===== src/rtl/ps2_voice_scheduler.sv =====
// PS/2 Set-2 scan-code parser and polyphonic voice scheduler.
// Piano-row keys become MIDI notes, which are placed on voice slots; when every slot is busy, the oldest slot is stolen.
module ps2_voice_scheduler #(
  parameter int NUM_VOICES  = 4,
  parameter int OCT_DEFAULT = 4
) (
  input  logic                      CLOCK_50,
  input  logic                      reset,
  input  logic [7:0]                received_data,
  input  logic                      received_data_en,
  output logic [NUM_VOICES-1:0]     voice_active,
  output logic [7*NUM_VOICES-1:0]   voice_note,
  output logic                      evt_valid,
  output logic [2:0]                evt_voice,
  output logic                      evt_on,
  output logic [2:0]                octave
);

  // Byte interface: received_data is consumed only in cycles where
  // received_data_en is high. There is no backpressure, and every strobe is
  // accepted. An event pulse appears in the cycle after the strobe.

  typedef enum logic [1:0] {
    S_IDLE    = 2'd0,
    S_BRK     = 2'd1,
    S_EXT     = 2'd2,
    S_EXT_BRK = 2'd3
  } state_t;

  localparam logic [7:0] CODE_BRK  = 8'hF0;
  localparam logic [7:0] CODE_EXT  = 8'hE0;
  localparam logic [7:0] CODE_ODN  = 8'h1A;
  localparam logic [7:0] CODE_OUP  = 8'h22;
  localparam logic [2:0] RANK_MAX  = 3'(NUM_VOICES - 1);
  localparam logic [2:0] OCT_RST   = 3'(OCT_DEFAULT);

  state_t                         state_q, state_d;
  logic [2:0]                     oct_q, oct_d;
  logic [NUM_VOICES-1:0]          active_q, active_d;
  logic [NUM_VOICES-1:0][6:0]     note_q, note_d;
  logic [NUM_VOICES-1:0][2:0]     rank_q, rank_d;
  logic                           evt_valid_q, evt_valid_d;
  logic [2:0]                     evt_voice_q, evt_voice_d;
  logic                           evt_on_q, evt_on_d;

  logic                           do_make;
  logic                           do_break;
  logic                           key_hit;
  logic [3:0]                     key_idx;
  logic [6:0]                     key_note;
  logic [NUM_VOICES-1:0]          match;
  logic                           free_found;
  logic [2:0]                     free_slot;
  logic [2:0]                     steal_slot;
  logic [2:0]                     steal_rank;
  logic [2:0]                     alloc_slot;
  logic                           match_found;
  logic [2:0]                     match_slot;

  always_comb begin
    key_hit = 1'b1;
    key_idx = 4'd0;
    case (received_data)
      8'h1C:   key_idx = 4'd0;
      8'h1D:   key_idx = 4'd1;
      8'h1B:   key_idx = 4'd2;
      8'h24:   key_idx = 4'd3;
      8'h23:   key_idx = 4'd4;
      8'h2B:   key_idx = 4'd5;
      8'h2C:   key_idx = 4'd6;
      8'h34:   key_idx = 4'd7;
      8'h35:   key_idx = 4'd8;
      8'h33:   key_idx = 4'd9;
      8'h3C:   key_idx = 4'd10;
      8'h3B:   key_idx = 4'd11;
      8'h42:   key_idx = 4'd12;
      default: key_hit = 1'b0;
    endcase
    key_note = 7'(oct_q) * 7'd12 + 7'd12 + {3'b000, key_idx};
  end

  // The slot search runs every cycle. Its result is used only when a mapped key is seen.
  always_comb begin
    match       = '0;
    free_found  = 1'b0;
    free_slot   = 3'd0;
    match_found = 1'b0;
    match_slot  = 3'd0;
    steal_slot  = 3'd0;
    steal_rank  = rank_q[0];
    for (int v = 0; v < NUM_VOICES; v++) begin
      match[v] = active_q[v] && (note_q[v] == key_note);
      if (!active_q[v] && !free_found) begin
        free_found = 1'b1;
        free_slot  = 3'(v);
      end
      if (match[v] && !match_found) begin
        match_found = 1'b1;
        match_slot  = 3'(v);
      end
    end
    // A strict greater-than comparison gives ties to the lowest index.
    for (int v = 1; v < NUM_VOICES; v++) begin
      if (rank_q[v] > steal_rank) begin
        steal_rank = rank_q[v];
        steal_slot = 3'(v);
      end
    end
    alloc_slot = free_found ? free_slot : steal_slot;
  end

  always_comb begin
    state_d     = state_q;
    oct_d       = oct_q;
    active_d    = active_q;
    note_d      = note_q;
    rank_d      = rank_q;
    evt_valid_d = 1'b0;
    evt_voice_d = evt_voice_q;
    evt_on_d    = evt_on_q;
    do_make     = 1'b0;
    do_break    = 1'b0;

    if (received_data_en) begin
      case (state_q)
        S_IDLE: begin
          if (received_data == CODE_BRK)      state_d = S_BRK;
          else if (received_data == CODE_EXT) state_d = S_EXT;
          else                                do_make = 1'b1;
        end
        S_BRK: begin
          do_break = 1'b1;
          state_d  = S_IDLE;
        end
        S_EXT:     state_d = (received_data == CODE_BRK) ? S_EXT_BRK : S_IDLE;
        S_EXT_BRK: state_d = S_IDLE;
        default:   state_d = S_IDLE;
      endcase
    end

    if (do_make && received_data == CODE_ODN && oct_q != 3'd0) oct_d = oct_q - 3'd1;
    if (do_make && received_data == CODE_OUP && oct_q != 3'd7) oct_d = oct_q + 3'd1;

    // A typematic repeat of a note that is already sounding is ignored.
    if (do_make && key_hit && !match_found) begin
      for (int v = 0; v < NUM_VOICES; v++) begin
        if (3'(v) == alloc_slot) begin
          active_d[v] = 1'b1;
          note_d[v]   = key_note;
          rank_d[v]   = 3'd0;
        end else if (active_q[v] && rank_q[v] != RANK_MAX) begin
          rank_d[v] = rank_q[v] + 3'd1;
        end
      end
      evt_valid_d = 1'b1;
      evt_voice_d = alloc_slot;
      evt_on_d    = 1'b1;
    end

    // A break uses the current octave, so a note held across an octave change is not released.
    if (do_break && key_hit && match_found) begin
      active_d    = active_q & ~match;
      evt_valid_d = 1'b1;
      evt_voice_d = match_slot;
      evt_on_d    = 1'b0;
    end
  end

  always_ff @(posedge CLOCK_50) begin
    if (reset) begin
      state_q     <= S_IDLE;
      oct_q       <= OCT_RST;
      active_q    <= '0;
      note_q      <= '0;
      rank_q      <= '0;
      evt_valid_q <= 1'b0;
      evt_voice_q <= 3'd0;
      evt_on_q    <= 1'b0;
    end else begin
      state_q     <= state_d;
      oct_q       <= oct_d;
      active_q    <= active_d;
      note_q      <= note_d;
      rank_q      <= rank_d;
      evt_valid_q <= evt_valid_d;
      evt_voice_q <= evt_voice_d;
      evt_on_q    <= evt_on_d;
    end
  end

  assign voice_active = active_q;
  assign voice_note   = note_q;
  assign evt_valid    = evt_valid_q;
  assign evt_voice    = evt_voice_q;
  assign evt_on       = evt_on_q;
  assign octave       = oct_q;

endmodule

===== config.mk =====
export PLATFORM = sky130hd
export DESIGN_NAME = ps2_voice_scheduler
export DESIGN_NICKNAME = d
export VERILOG_FILES = /design/src/rtl/ps2_voice_scheduler.sv
export SDC_FILE = /design/constraint.sdc
export NUM_CORES = 1
export LEC_CHECK = 0
export CAP_MARGIN = 20
export CORE_ASPECT_RATIO = 1.5
export CORE_MARGIN = 4
export CORE_UTILIZATION = 59
export DETAILED_ROUTE_END_ITERATION = 6
export GPL_TIMING_DRIVEN = 0
export PLACE_DENSITY = 0.85
export REMOVE_ABC_BUFFERS = 1
export SLEW_MARGIN = 30
export SYNTH_ARGS = -nofsm -noshare
export SYNTH_HDL_FRONTEND = slang
export SYNTH_SLANG_ARGS = --single-unit

===== constraint.sdc =====
create_clock -name CLOCK_50 -period 13.15 [get_ports CLOCK_50]
set_input_delay 1.315 -clock CLOCK_50 [delete_from_list [all_inputs] [get_ports CLOCK_50]]
set_output_delay 1.315 -clock CLOCK_50 [all_outputs]
set_load 0.1 [all_outputs]

==> run metrics <==
status=finished, final reports clean; wire length of the first global-routing pass=about 15 mm; post-route cell area=approximately 4200 um2; leakage=~1.6 nW; Total GRT Usage=0.247; total placed instance area=4100 um2; Final Hold Viols=0; H-tree depth=2; boundary pin count=51; synthesis-to-finish area growth=15.7%; First-pass DRT Iterations=5; CTS Buf Count=5; number of antenna violations at the first check in global routing=0; cell family contributing the most delay on the critical path=simple AND/OR/NAND/NOR gates; CP Class=input port to register; netlist area before placement=around 3600 um2; slowest CP cell=sky130_fd_sc_hd__fa_1; cell chain of the critical path=clkdlybuf4s50_1 > or2_4 > nor3_1 > a32oi_1 > or2_2 > ha_1 > inv_1 > ha_1 > fa_1 > xor2_1 > nor3_1 > o2111ai_1 > nor3b_1 > nor4_2 > buf_4 > nand3_1 > mux2i_1; vias per std cell=6.12; total count of max-transition violations in the final report=0; Fin Clk Skew=0.00895 ns; Via Count=around 3300; async set or reset register ratio after synthesis=0; Worst-path clk slew=~0.1 ns; startpoint type of the worst setup path=input port; placed wire-length estimate after detailed placement=~6.7 mm; Cells after Synth=around 430; share of the cycle needed by the critical path after routing=0.477; Iteration-0 DRC Markers=~240; fraction of final layout cells sized beyond drive strength 1=0.0578; cts-stage hold buffer count=0; max capacitance violation total=0; clk buf depth=2; number of library cell types mapped by synthesis=62; worst slew pin tran=approximately 1.0 ns; required time worst endpoint=roughly 13 ns; number of inserted filler cells in the final layout=~480; arrival time at the worst endpoint=around 6.5 ns; max frequency=around 160 MHz; share of the yosys chip area belonging to registers=0.293; total grt overflow=0; instance count after placement with tap cells included=between 500 and 600; worst path buffer plus inverter count=3; routed len/inst=16.3 um; count of instances resized after the clock tree is built=0; chip width=72.0 um; synthesized flop and latch total=53; areal power density over the cells=69.4 nW/um2; number of clock sinks=53; number of flops mapped to enable cells by yosys=0; post-synthesis average cell area=approximately 8.4 um2; clock tree from TritonCTS=yes; number of nets in the finished design=between 500 and 600; via count of the first global-routing pass=3400; post-CTS setup-driven buffer insertion count=0; final core utilization=0.714; starting density of the core=0.617; VDD IR max=between 50 and 60 uV; TNS Setup=0 ns; number of diodes added for antenna fixing=0; Total Power Consumption=approximately 0.29 mW; Detail Route Antenna Nets=0; Chip Height=104 um; Std-Cell Rows=34; # port buffers=approximately 50; Root Driver=sky130_fd_sc_hd__clkbuf_8; Slew HR=0.319; Setup Viol. Count Final=0; Yosys warnings=0; commonest register cell after synthesis=sky130_fd_sc_hd__dfxtp_1; maximum number of pins on one net before global-route repair=38; Worst Setup End Kind=register; Critical Path Fanout Max=10; final non-filler cell total=between 500 and 600; min cycle time layout=roughly 6.3 ns; global placement routability congestion=between 0.9 and 1; longest individual stage delay on the worst path=between 0.6 and 0.7 ns; drt total wl=a little under 9 mm; clock latency reported for the late side of the worst-skew pair=between 0.3 and 0.4 ns; setup repair after global routing missed its margin=no; DR DRC count=0; Die Area=about 7500 um2; Tightest Hold Check Type=register to register; core outline area=approximately 5900 um2
==> cells in the mapped netlist, types with 3 or more instances <==
| cell | count | area share |
|---|---|---|
| sky130_fd_sc_hd__nand3_1 | 10 | 0.014 |
| sky130_fd_sc_hd__o31ai_1 | 10 | 0.021 |
| sky130_fd_sc_hd__ha_1 | 24 | 0.083 |
| sky130_fd_sc_hd__nand4b_1 | 4 | 0.0097 |
| sky130_fd_sc_hd__and3_1 | 3 | 0.0052 |
| sky130_fd_sc_hd__nand4_1 | 10 | 0.017 |
| sky130_fd_sc_hd__buf_6 | 3 | 0.0093 |
| sky130_fd_sc_hd__nor3_1 | 13 | 0.018 |
| sky130_fd_sc_hd__nor3b_1 | 3 | 0.0062 |
| sky130_fd_sc_hd__o21ai_0 | 11 | 0.015 |
| sky130_fd_sc_hd__nor2_1 | 25 | 0.026 |
| sky130_fd_sc_hd__a21oi_1 | 24 | 0.033 |
| sky130_fd_sc_hd__nand2b_1 | 6 | 0.010 |
| sky130_fd_sc_hd__or2_2 | 5 | 0.0086 |
| sky130_fd_sc_hd__mux2i_1 | 28 | 0.077 |
| sky130_fd_sc_hd__dfxtp_1 | 53 | 0.29 |
| sky130_fd_sc_hd__o21a_1 | 3 | 0.0062 |
| sky130_fd_sc_hd__clkbuf_1 | 16 | 0.017 |
| sky130_fd_sc_hd__nor2b_1 | 6 | 0.010 |
| sky130_fd_sc_hd__or3_1 | 5 | 0.0086 |
| sky130_fd_sc_hd__nand2_1 | 50 | 0.052 |
| sky130_fd_sc_hd__xor2_1 | 10 | 0.024 |
| sky130_fd_sc_hd__a211oi_1 | 4 | 0.0083 |
| sky130_fd_sc_hd__xnor2_1 | 22 | 0.053 |
| sky130_fd_sc_hd__a31oi_1 | 3 | 0.0052 |
| sky130_fd_sc_hd__inv_1 | 26 | 0.027 |
| sky130_fd_sc_hd__fa_1 | 3 | 0.017 |
| sky130_fd_sc_hd__a22oi_1 | 3 | 0.0062 |
==> cell type report <==
cell class	count	area, um2	area share
multi-input cells	328	2350	0.561
flip-flops and latches	53	1060	0.253
repair buffers	51	498	0.119
inverters	27	101	0.0242
well taps	72	90.1	0.0215
clock buffers	5	68.8	0.0164
clock inverters	3	21.3	0.00507
==> worst register-to-register path, stage by stage, from the launching register on <==
cell                       delay [ns]
sky130_fd_sc_hd__dfxtp_1         0.39
sky130_fd_sc_hd__inv_1           0.06
sky130_fd_sc_hd__ha_1            0.30
sky130_fd_sc_hd__nor2b_1         0.13
sky130_fd_sc_hd__o21a_1          0.18
sky130_fd_sc_hd__o21ai_1         0.41
sky130_fd_sc_hd__a21oi_1         0.18
sky130_fd_sc_hd__ha_1            0.33
sky130_fd_sc_hd__nor2b_1         0.14
sky130_fd_sc_hd__o21ai_0         0.11
sky130_fd_sc_hd__a32oi_1         0.40
sky130_fd_sc_hd__mux2_2          0.40
sky130_fd_sc_hd__ha_1            0.29
sky130_fd_sc_hd__nor2b_1         0.13
sky130_fd_sc_hd__o21a_1          0.15
sky130_fd_sc_hd__o21ai_0         0.40
sky130_fd_sc_hd__nand4b_1        0.26
sky130_fd_sc_hd__o21ai_0         0.49
sky130_fd_sc_hd__and3_1          0.49
sky130_fd_sc_hd__mux2i_1         0.24
==> where the power goes <==
part / internal, mW / leakage, nW / total [mW] / switching (mW)
Clock: 0.0380 / 0.0445 / 0.0966 / 0.0586
Sequential: 0.161 / 0.427 / 0.162 / 0.000798
Combinational: 0.0105 / 1.16 / 0.0324 / 0.0219
Total: 0.210 / 1.63 / 0.291 / 0.0813
==> cells in the final DEF, fill, tap and decap left out, types with 3 or more instances in the layout <==
cell	n
sky130_fd_sc_hd__nand4b_1	4
sky130_fd_sc_hd__nor3_1	13
sky130_fd_sc_hd__xor2_1	10
sky130_fd_sc_hd__a211oi_1	4
sky130_fd_sc_hd__nand2_1	50
sky130_fd_sc_hd__nand2b_1	6
sky130_fd_sc_hd__or3_1	5
sky130_fd_sc_hd__mux2i_1	28
sky130_fd_sc_hd__or2_2	5
sky130_fd_sc_hd__a31oi_1	3
sky130_fd_sc_hd__clkbuf_8	5
sky130_fd_sc_hd__nor2b_1	6
sky130_fd_sc_hd__xnor2_1	22
sky130_fd_sc_hd__o21a_1	3
sky130_fd_sc_hd__dfxtp_1	53
sky130_fd_sc_hd__a22oi_1	3
sky130_fd_sc_hd__and3_1	3
sky130_fd_sc_hd__o31ai_1	10
sky130_fd_sc_hd__a21oi_1	24
sky130_fd_sc_hd__nor3b_1	3
sky130_fd_sc_hd__o21ai_0	11
sky130_fd_sc_hd__fa_1	3
sky130_fd_sc_hd__nand4_1	10
sky130_fd_sc_hd__inv_1	26
sky130_fd_sc_hd__ha_1	24
sky130_fd_sc_hd__clkdlybuf4s50_1	48
sky130_fd_sc_hd__nand3_1	10
sky130_fd_sc_hd__nor2_1	25
==> final timing paths <==
kind	startpoint	end	slack, ns	cells after the start
setup / recovery	received_data[0]	voice_note[22]	6.88	17
hold reg to reg	evt_on	evt_on	0.49	2
setup reg to reg	rank_q[1]	voice_note[3]	7.61	19
hold / removal	evt_on	evt_on	0.49	2
==> per-layer routing <==
metal	wire length, um	global-route usage
met4	292	0.103
met3	439	0.0329
met2	4580	0.434
met5	0	0
met1	3500	0.293
==> flip-flops by register name (all words and copies together), names as in the netlist <==
register      count
state_q           2
voice_note       28
voice_active      4
evt_on            1
evt_valid         1
evt_voice         2
rank_q           12
octave            3
==> cells by family after synthesis <==
| family | Yosys count | share of synthesized area |
|---|---|---|
| other | 1 | 0.00103 |
| DFF | 53 | 0.293 |
| xor gates and xnor gates | 34 | 0.0897 |
| muxes | 30 | 0.0835 |
| and+or+nand+nor | 155 | 0.224 |
| buffers and inverters | 50 | 0.0597 |
| AOI/OAI and AO/OA | 81 | 0.150 |
| adders and majority gates | 27 | 0.0994 |
==> stage by stage <==
stage          setup WS, ns  hold slack, ns
6_report               6.88           0.494
5_1_grt                6.69           0.532
4_1_cts                7.00           0.498
3_5_place_dp           6.66           0.482
3_3_place_gp           4.58           0.469
2_1_floorplan          6.67           0.459
(Power assumes the default switching activity.)
